## config.mk

```make
export PLATFORM = sky130hd
export DESIGN_NAME = user_out_arbiter
export DESIGN_NICKNAME = d
export VERILOG_FILES = /design/src/rtl/user_out_arbiter.sv
export SDC_FILE = /design/constraint.sdc
export NUM_CORES = 1
export LEC_CHECK = 0
export CAP_MARGIN = 20
export CORE_ASPECT_RATIO = 1.2
export CORE_MARGIN = 8
export CORE_UTILIZATION = 39
export CTS_CLUSTER_DIAMETER = 50
export DETAILED_ROUTE_END_ITERATION = 10
export PLACE_DENSITY = 0.91
export SLEW_MARGIN = 15
export SYNTH_ARGS = -nofsm -noshare
export SYNTH_HDL_FRONTEND = slang
export SYNTH_SLANG_ARGS = --single-unit
```

## constraint.sdc

```tcl
create_clock -name clk_user -period 2.9 [get_ports clk_user]
set_clock_uncertainty 0.2 [all_clocks]
set_input_delay 0.58 -clock clk_user [delete_from_list [all_inputs] [get_ports clk_user]]
set_output_delay 0.58 -clock clk_user [all_outputs]
set_load 0.02 [all_outputs]
```

## src/rtl/user_out_arbiter.sv

```systemverilog
// Round-robin arbiter that merges NUM_REQ vld/ack streams into one registered, source-tagged stream.
// Optional statistics counters (stat_beats, stat_stall) are built when ARB_STATS_EN is defined.
module user_out_arbiter #(
  parameter int unsigned NUM_REQ      = 4,
  parameter int unsigned REQ_BITS     = 2,
  parameter int unsigned PAYLOAD_BITS = 32,
  parameter int unsigned MAX_BURST    = 16
) (
  input  logic                            clk_user,
  input  logic                            reset_n,
  input  logic [NUM_REQ*PAYLOAD_BITS-1:0] req_data,
  input  logic [NUM_REQ-1:0]              req_vld,
  output logic [NUM_REQ-1:0]              req_ack,
  output logic [PAYLOAD_BITS-1:0]         out_data,
  output logic [REQ_BITS-1:0]             out_src,
  output logic                            out_vld,
  input  logic                            out_ack,
  output logic                            busy
`ifdef ARB_STATS_EN
  ,
  output logic [31:0]                     stat_beats,
  output logic [31:0]                     stat_stall
`endif
);

  typedef enum logic [0:0] {StIdle, StGrant} state_e;

  state_e                  state_q, state_d;
  logic [REQ_BITS-1:0]     ptr_q, ptr_d;
  logic [REQ_BITS-1:0]     gnt_q, gnt_d;
  logic [7:0]              burst_q, burst_d;
  logic [PAYLOAD_BITS-1:0] data_q, data_d;
  logic [REQ_BITS-1:0]     src_q, src_d;
  logic                    vld_q, vld_d;
  logic                    busy_q, busy_d;

  logic                    can_load;
  logic                    gnt_vld;
  logic                    accept;
  logic [7:0]              burst_inc;
  logic                    found;
  logic [REQ_BITS-1:0]     pick;
  logic [REQ_BITS-1:0]     idx;

  assign can_load  = !vld_q || out_ack;
  assign gnt_vld   = req_vld[gnt_q];
  assign accept    = (state_q == StGrant) && gnt_vld && can_load;
  assign burst_inc = (burst_q == 8'(MAX_BURST)) ? burst_q : burst_q + 8'd1;

  always_comb begin
    req_ack = '0;
    if (accept) req_ack[gnt_q] = 1'b1;
  end

  // First valid requester after ptr, wrapping modulo NUM_REQ.
  always_comb begin
    found = 1'b0;
    pick  = '0;
    idx   = '0;
    for (int i = 1; i <= int'(NUM_REQ); i++) begin
      idx = REQ_BITS'((int'(ptr_q) + i) % int'(NUM_REQ));
      if (!found && req_vld[idx]) begin
        found = 1'b1;
        pick  = idx;
      end
    end
  end

  always_comb begin
    state_d = state_q;
    ptr_d   = ptr_q;
    gnt_d   = gnt_q;
    burst_d = burst_q;
    unique case (state_q)
      StIdle: begin
        if (found) begin
          state_d = StGrant;
          gnt_d   = pick;
          burst_d = 8'd0;
        end
      end
      StGrant: begin
        if (accept) burst_d = burst_inc;
        // A stalled output never releases; only a vld drop or a capped burst does.
        if (!gnt_vld || (accept && burst_inc == 8'(MAX_BURST))) begin
          state_d = StIdle;
          ptr_d   = gnt_q;
        end
      end
      default: state_d = StIdle;
    endcase
    busy_d = (state_d == StGrant);
  end

  always_comb begin
    data_d = data_q;
    src_d  = src_q;
    vld_d  = vld_q;
    if (accept) begin
      data_d = req_data[gnt_q*PAYLOAD_BITS +: PAYLOAD_BITS];
      src_d  = gnt_q;
      vld_d  = 1'b1;
    end else if (out_ack) begin
      vld_d  = 1'b0;
    end
  end

  always_ff @(posedge clk_user or negedge reset_n) begin
    if (!reset_n) begin
      state_q <= StIdle;
      ptr_q   <= REQ_BITS'(NUM_REQ - 1);
      gnt_q   <= '0;
      burst_q <= 8'd0;
      data_q  <= '0;
      src_q   <= '0;
      vld_q   <= 1'b0;
      busy_q  <= 1'b0;
    end else begin
      state_q <= state_d;
      ptr_q   <= ptr_d;
      gnt_q   <= gnt_d;
      burst_q <= burst_d;
      data_q  <= data_d;
      src_q   <= src_d;
      vld_q   <= vld_d;
      busy_q  <= busy_d;
    end
  end

  assign out_data = data_q;
  assign out_src  = src_q;
  assign out_vld  = vld_q;
  assign busy     = busy_q;

`ifdef ARB_STATS_EN
  logic [31:0] beats_q, beats_d;
  logic [31:0] stall_q, stall_d;

  always_comb begin
    beats_d = accept ? beats_q + 32'd1 : beats_q;
    stall_d = stall_q;
    if (vld_q && !out_ack && (stall_q != 32'hFFFF_FFFF)) stall_d = stall_q + 32'd1;
  end

  always_ff @(posedge clk_user or negedge reset_n) begin
    if (!reset_n) begin
      beats_q <= 32'd0;
      stall_q <= 32'd0;
    end else begin
      beats_q <= beats_d;
      stall_q <= stall_d;
    end
  end

  assign stat_beats = beats_q;
  assign stat_stall = stall_q;
`endif

endmodule

```

### Word level (Yosys, flattened, before mapping)

Cells that the tools add are included.

| cells by class | value |
|---|---|
| mux-type cells | 30 |
| bitwise gates (word level) | 1 |
| $add $sub $neg | 5 |
| equal/unequal tests | 4 |
| order comparisons | 6 |
| shifts and indexed selects | 1 |
| reduce and logical (&&, ||, !) cells | 18 |

Operator list:

| cell | number |
|---|---|
| $shiftx A128 B8 Y32 | 1 |
| $mux W8 | 3 |
| $eq A8 B5 Y1 const B | 2 |
| $pmux W8 S2 | 1 |
| $lt A2 B3 Y1 const B | 5 |
| $mux W1 | 14 |
| $bmux W1 S2 | 5 |
| $add A8 B1 Y8 const B | 1 |
| $mux W2 | 4 |
| $logic_and A1 B1 Y1 | 7 |
| $reduce_and A2 Y1 | 3 |
| $logic_not A1 Y1 | 5 |
| $add A2 B1 Y2 const B | 2 |
| $add A2 B2 Y2 const B | 2 |
| $mux W4 | 1 |
| $demux W1 S2 | 1 |
| $ge A2 B1 Y1 const B | 1 |
| $logic_or A1 B1 Y1 | 2 |
| $ne A2 B1 Y1 const B | 1 |
| $ne A2 B2 Y1 const B | 1 |
| $pmux W1 S2 | 1 |
| $reduce_bool A2 Y1 | 1 |
| $not A1 Y1 | 1 |

| storage, ports and cells | value |
|---|---|
| bits of input ports | 135 |
| output and inout port bits | 40 |
| register bits | 48 |
| word-level logic and storage cells | 72 |

### Longest topological paths before layout

| logic depth | value |
|---|---|
| word-level depth | 15 |
| depth in mapped cells | 7 |
| depth with buffers taken out | 7 |

### Worst setup path before layout

Ideal clock, no wire load.

| timing path | value |
|---|---|
| path kind | input port to output port |
| start | input port req_vld[2] |
| end | output port req_ack[2] |
| buffers on the path | 1 |
| slack | 0.340 ns |
| stages on the path | 4 |
| data required time | 2.120 ns |
| arrival time | 1.780 ns |
| cell sequence | mux4_2 nand3_2 clkbuf_1 nor3b_1 |

| between the ends | value |
|---|---|
| longest elaborated chain between the ends | 5 |

Ends and longest elaborated chain:

| item | RTL line | text |
|---|---|---|
| start: declaration | 12 | `input logic [NUM_REQ-1:0] req_vld,` |
| $bmux W1 S2 | 46 | `assign gnt_vld = req_vld[gnt_q];` |
| $mux W1 (implied by the code) | 46 |  |
| $logic_and A1 B1 Y1 (2 in a row) | 47 | `assign accept = (state_q == StGrant) && gnt_vld && can_load;` |
| $mux W4 | 52 | `if (accept) req_ack[gnt_q] = 1'b1;` |
| end: declaration | 13 | `output logic [NUM_REQ-1:0] req_ack,` |

No other way between the ends. The select of a mux whose other input is x is not followed.

### Final worst setup path

| timing path | value |
|---|---|
| start | input port req_vld[3] |
| end | output port req_ack[0] |

The elaborated chain is that of the path after synthesis.

==> key figures <==
Status
  – Outcome: finished, final reports clean

Synthesis
  – Primary FF master, synth: dfrtp_1
  – Synth cell types: 41
  – Syn Area/Cell: between 10 and 15 um2
  – Flops & latches, synth: between 40 and 50
  – Simple-gate portion of the synthesized area: a little under a tenth
  – Multiplexer share of the synthesized area: ~40%
  – Complex-gate fraction of the synthesized area: roughly 6.4%
  – Warnings from Yosys: 0
  – Cell taking the most area after synthesis: dfrtp_1
  – Ranking of synthesized cells by area: dfrtp_1 37%, mux4_2 24%, mux2_4 13%, mux2_2 2.5%, o21ai_0 2.2%
  – Largest family of logic cells by synthesized area: multiplexers
  – Adder-cell share of the synthesized area: less than 1%
  – Synth top cells by count: 46 x dfrtp_1, 33 x mux4_2, 27 x mux2_4
  – Leading cell type by number of instances after synthesis: dfrtp_1
  – Post-synth EDFFs: 0
  – Mapped Nets: 368
  – Async SR Flop Fraction: 100%
  – Post-synth top area share: approximately 37%
  – Mapped Area: around 0.0031 mm2
  – Sequential cell area fraction in the yosys report: roughly two fifths
  – Synth Area in XOR/XNOR: around 1.4%
  – Mapped Cells: 231

STA
  – Worst hold slack: 22.1 ps
  – Fmax: between 0.3 and 0.4 GHz
  – Tcrit/Tclk final: between 90% and 100%
  – Worst slew margin: between 50% and 60%
  – Setup violations, final: 0
  – RSZ-0062 raised after global routing: false
  – Final setup TNS: 0 ps
  – Max-slew violation count: 0
  – Tmin final: between 2000 and 3000 ps
  – Worst Tran Pin Value: 628 ps
  – Worst setup margin: around 90 ps
  – Fin. Hold Viols: 0

Clocking
  – Clock Latency Late Sink: ~300 ps
  – Num CTS Buffers: 5
  – Root Buffer: clkbuf_8
  – CTS hold repair buffers: 0
  – Htree depth: 2
  – Clock Pin Slew Worst Setup and Hold Paths: roughly 90 ps
  – CTS tree: yes
  – Clock buffer depth: 2
  – Clk sinks: 48

Floorplan
  – Area of the core: 0.00797 mm2
  – Die Area: ~0.011 mm2
  – Die Ht: ~110 um
  – Row cnt: 36
  – Die W: just under 100 um
  – I/O Pins: roughly 180
  – Starting Density: roughly 40%

Cells and area
  – Layout cells sized above 1: 24.6%
  – Fin cells: 506
  – Sequential cell area: roughly 0.0012 mm2
  – Number of nets in the layout: approximately 550
  – Area Growth Syn to Fin: 62.4%
  – Area taken by multi-input logic gates: 0.00181 mm2
  – Filler cell count: 591
  – Util after Layout: between 60% and 70%
  – Ant. Diodes: 0
  – Final non-filler cell area: roughly 0.0051 mm2

Placed design
  – Hpwl dp: 8.41 mm
  – IO buf count: about 170
  – Pre-CTS setup slack: -249 ps
  – Inst Count DP: ~500
  – Placer congestion estimate: 0.842
  – Placed Area: ~0.005 mm2

Pwr
  – Total Power: between 4 and 5 mW
  – Static leakage: ~2.0 nW
  – Power density over the cells: 900 mW/mm2
  – Max IR drop VDD: ~0.00043 V

Critical path
  – Data required, critical path: around 2100 ps
  – Setup CP Type: in2out
  – Critical path, cell by cell: clkdlybuf4s50_1 > mux4_2 > nand3_2 > nor3_1 > dlygate4sd2_1
  – Crit Path Max Fanout: 4
  – Delay-heaviest family, CP: buffers and inverters
  – Delay of the slowest critical-path stage: 510 ps
  – Crit path capture type: output pin
  – CP Data Arrival Time: about 2000 ps
  – Bufs and invs on worst path: 2
  – Slowest CP cell: mux4_2
  – Startpoint types: input port

Global routing
  – Number of global-route vias before repair: about 3,200
  – Global-route wire length before repair: around 16 mm
  – Initial antenna violation count: 0
  – Overall Global Routing Usage: a little under a fifth
  – Pin count of the biggest net entering global routing: 35
  – Remaining Overflow, GRT: 0

Detailed routing
  – Drt total wl: approximately 9.9 mm
  – Initial drt markers: 81
  – WL/cell: between 15 and 20 um
  – Detailed Routing Iterations Pass 1: 4
  – Vias/cell: ~5.3
  – Detailed-route via count: ~2,700
  – Post-route ant nets: 0
  – # DRC: 0

Job
  – Max Cap Viol: 0

Hold path
  – Hold Crit Class: in2async
power by group:
part / total [mW] / switching (mW) / internal (mW)
registers: 1.24 / 0.249 / 0.991
logic: 2.92 / 1.23 / 1.69
clock network: 0.420 / 0.226 / 0.194
total: 4.58 / 1.71 / 2.88
cell type report:
class,count,share of cell area (%)
inverter,4,0.295
clock inverter,1,0.147
sequential,48,23.7
multi-input combinational,161,35.6
tap,95,2.33
timing repair buffer,190,36.3
clock buffer,7,1.69
cell families after synthesis:
kind of cell	Yosys count
DFF	48
AOI/OAI and AO/OA	31
and+or+nand+nor	54
muxes	69
adders and majority gates	2
buffers and inverters	22
xor gates and xnor gates	5
worst paths after layout:
check,startpoint,to,slack [ps],depth (start not counted)
max in group asynchronous,reset_n,ptr_q[0],1810,2
setup / recovery,req_vld[3],req_ack[0],90,5
min in group clk_user,out_src[0],out_src[0],290,1
hold reg to reg,out_src[0],out_src[0],290,1
setup reg to reg,burst_q[0],ptr_q[0],560,6
hold / removal,reset_n,out_data[8],20,1
placed cells by master (no fill, tap or decap), types with 6 or more instances in the layout:
master and n:
nor2_1 11, nand2_1 15, clkbuf_8 6, buf_4 16
mux2_4 27, mux2_2 7, mux4_2 33, o21ai_0 14
dfrtp_1 44, clkdlybuf4s50_1 169
routing by layer:
layer / wire [um] / global-route usage, % / share of wire [%] / vias to the layer above
met5: 0 / 0 / 0 / -
met3: 845 / 7.12 / 8.5 / 11
li1: - / - / - / 1239
met1: 3590 / 18.6 / 36 / 1330
met4: 129 / 4.06 / 1.3 / 0
met2: 5350 / 33.8 / 54 / 120
flip-flops by register name, indices dropped and copies added (netlist names):
name,cells
ptr_q,2
out_data,32
out_src,2
busy,1
out_vld,1
gnt_q,2
burst_q,8
repair_timing:
item / 4_1_cts / 5_1_grt
setup buffers: 0 / 0
gates resized for setup: 4 / 3
endpoints found under the setup margin: 4 / 1
(Power assumes the default switching activity.)
==> patch, RTL diff (same settings) <==
Set the parameter `NUM_REQ` to 5 (it was 4).
--- a/src/rtl/user_out_arbiter.sv
+++ b/src/rtl/user_out_arbiter.sv
@@ -1,7 +1,7 @@
 // Round-robin arbiter that merges NUM_REQ vld/ack streams into one registered, source-tagged stream.
 // Optional statistics counters (stat_beats, stat_stall) are built when ARB_STATS_EN is defined.
 module user_out_arbiter #(
-  parameter int unsigned NUM_REQ      = 4,
+  parameter int unsigned NUM_REQ      = 5,
   parameter int unsigned REQ_BITS     = 2,
   parameter int unsigned PAYLOAD_BITS = 32,
   parameter int unsigned MAX_BURST    = 16
Ports: changed (resized req_ack, req_data and req_vld); port bits go from 175 to 209. No check against the original RTL was run, so the function may have changed too.
==> patch against the unedited design <==
Setup slack worse by 26 ps; sequential share of layout area shrank 1.8 points; sequential cell count unchanged; routed wire length up 32%; total power rose by 14%; synthesized area increased by 8.7%; cell area up 7.8%; via count up 20%; combinational power up 22%; hold slack better by 47 ps; non-clock buffer count increased by 5; final cell count grew 15%; clock power is 17% higher; critical endpoint unchanged.
==> patch: results <==
set metrics [dict create \
    synth_fp_nets 455 \
    final_nets 638 \
    synth_cell_type_count 51 \
    ir_drop_v 0.000429 \
    grt_overflow 0 \
    worstReg2RegStart "ptr_q[0]" \
    status "finished, final reports clean" \
    yosys_warnings 0 \
    root_buffer "clkbuf_8" \
    drive_gt1_share_pct 23.5 \
    io_buffers 174 \
    syn_inst 279 \
    maxCapViolCount 0 \
    grt_max_degree 41 \
    async_reset_ff_share_pct 100 \
    first_pass_iters 4 \
    post_cts_buffers 0 \
    crit_path_top_delay_cell "mux4_2" \
    path_clk_slew_ps 100 \
    hold_path_class "input pin to async pin" \
    antenna_found_initial 3 \
    synth_ff_type "dfrtp_1" \
    arrival_ps 2050 \
    grt_usage_pct 22.1 \
    dp_hpwl_um 10700 \
    clk_latency_ps 310 \
    via_per_inst 5.59 \
    cts_made_buffers 5 \
    grt_first_pass_wirelength_um 20400 \
    max_stage_delay_ps 530 \
    synth_edf_count 0 \
    cellLeakagePower_nw 2.18 \
    cp_max_fo 4 \
    wl_per_cell_um 22.5 \
    cts_buffer_depth 2 \
    grt_pass1_vias 3489 \
    largest_reg_flops 32 \
    startpoint "req_vld[3]" \
    slew-limit-headroom_pct 58.3 \
    synth_top_cells_by_count "dfrtp_1, mux4_2, mux2_2" \
    layout.cells.non_filler 582 \
    netlist_top_cells_area "dfrtp_1, mux4_2, mux2_2" \
    ys_seq_area_share_pct 35.2 \
    dp_cells 572 \
    drtIter0Drc 221 \
    routabilityCongestion 0.916 \
    htree_levels 2 \
]
==> patch: cell types whose count changed after synthesis, moves of 4 or more <==
| cell | before | now |
|---|---|---|
| mux2_2 | 7 | 30 |
| mux2_4 | 27 | 4 |
| nand3_1 | 4 | 15 |
| mux2i_1 | 2 | 11 |
| nand2_1 | 15 | 22 |
| ha_1 | 2 | 8 |
| a21oi_1 | 4 | 8 |
| o21ai_0 | 14 | 10 |
| o31ai_1 | 4 | 0 |
==> patch: worst paths after layout <==
path / cells after the start / to / slack [ps]
setup / recovery: 5 / req_ack[0] / 70
hold / removal: 1 / out_data[18] / 70
setup reg to reg: 9 / burst_q[0] / 290
hold reg to reg: 1 / out_src[0] / 280
max in group asynchronous: 2 / out_data[29] / 1860
min in group clk_user: 1 / out_src[0] / 280
==> patch: worst max-delay path, delay by kind of cell <==
| family | cells | cell delay (ps) |
|---|---|---|
| and+or+nand+nor | 2 | 220 |
| muxes | 1 | 530 |
| buffers and inverters | 2 | 730 |
==> patch: through the flow <==
step	worst slack, ps	area (sq um)
floorplan	329	3410
global placement	-219	5380
detailed placement	-222	5380
CTS	28.2	5490
global route	4.88	5490
finish	65.9	5490
==> patch: layout make-up <==
type	instances	area, sq um
well taps	117	146
fillers	644	3030
repair buffers	195	1920
flip-flops and latches	48	1200
diodes	2	5.00
inverters	6	22.5
multi-input cells	206	2080
clock inverters	3	42.5
clock buffers	5	68.8
==> patch: power breakdown <==
| part | switching (mW) | internal (mW) | leakage [nW] |
|---|---|---|---|
| clock | 0.237 | 0.255 | 0.0542 |
| sequential | 0.216 | 0.983 | 0.581 |
| combinational | 1.68 | 1.87 | 1.55 |
==> patch: logic make-up (layout without fill, tap and decap cells) <==
| logic type | count (synthesis) | after routing | synth area share [%] |
|---|---|---|---|
| mux | 79 | 79 | 37.3 |
| compound gates | 40 | 40 | 7.92 |
| xor+xnor | 4 | 4 | 1.03 |
| other cells | 1 | 3 | 0.110 |
| buf+inv | 25 | 209 | 3.85 |
| simple gates | 74 | 74 | 11.6 |
| flops | 48 | 48 | 35.2 |
| fa+ha+maj | 8 | 8 | 2.93 |
==> patch: per-layer routing <==
metal	global-route usage, %	part of all wire, %	vias to the layer above	wire [um]
met5	0	0.099	-	13
met4	7.56	2.4	2	312
met3	7.57	10	22	1340
met2	39.0	52	155	6860
met1	23.7	35	1642	4590
li1	-	-	1432	-
==> patch: timing repair <==
action                     4_1_cts  5_1_grt
hold endpoints to repair         0        0
gates resized for setup          4        4
setup endpoints to repair        4        2
cloned                           0        0
pin swaps                        0        0
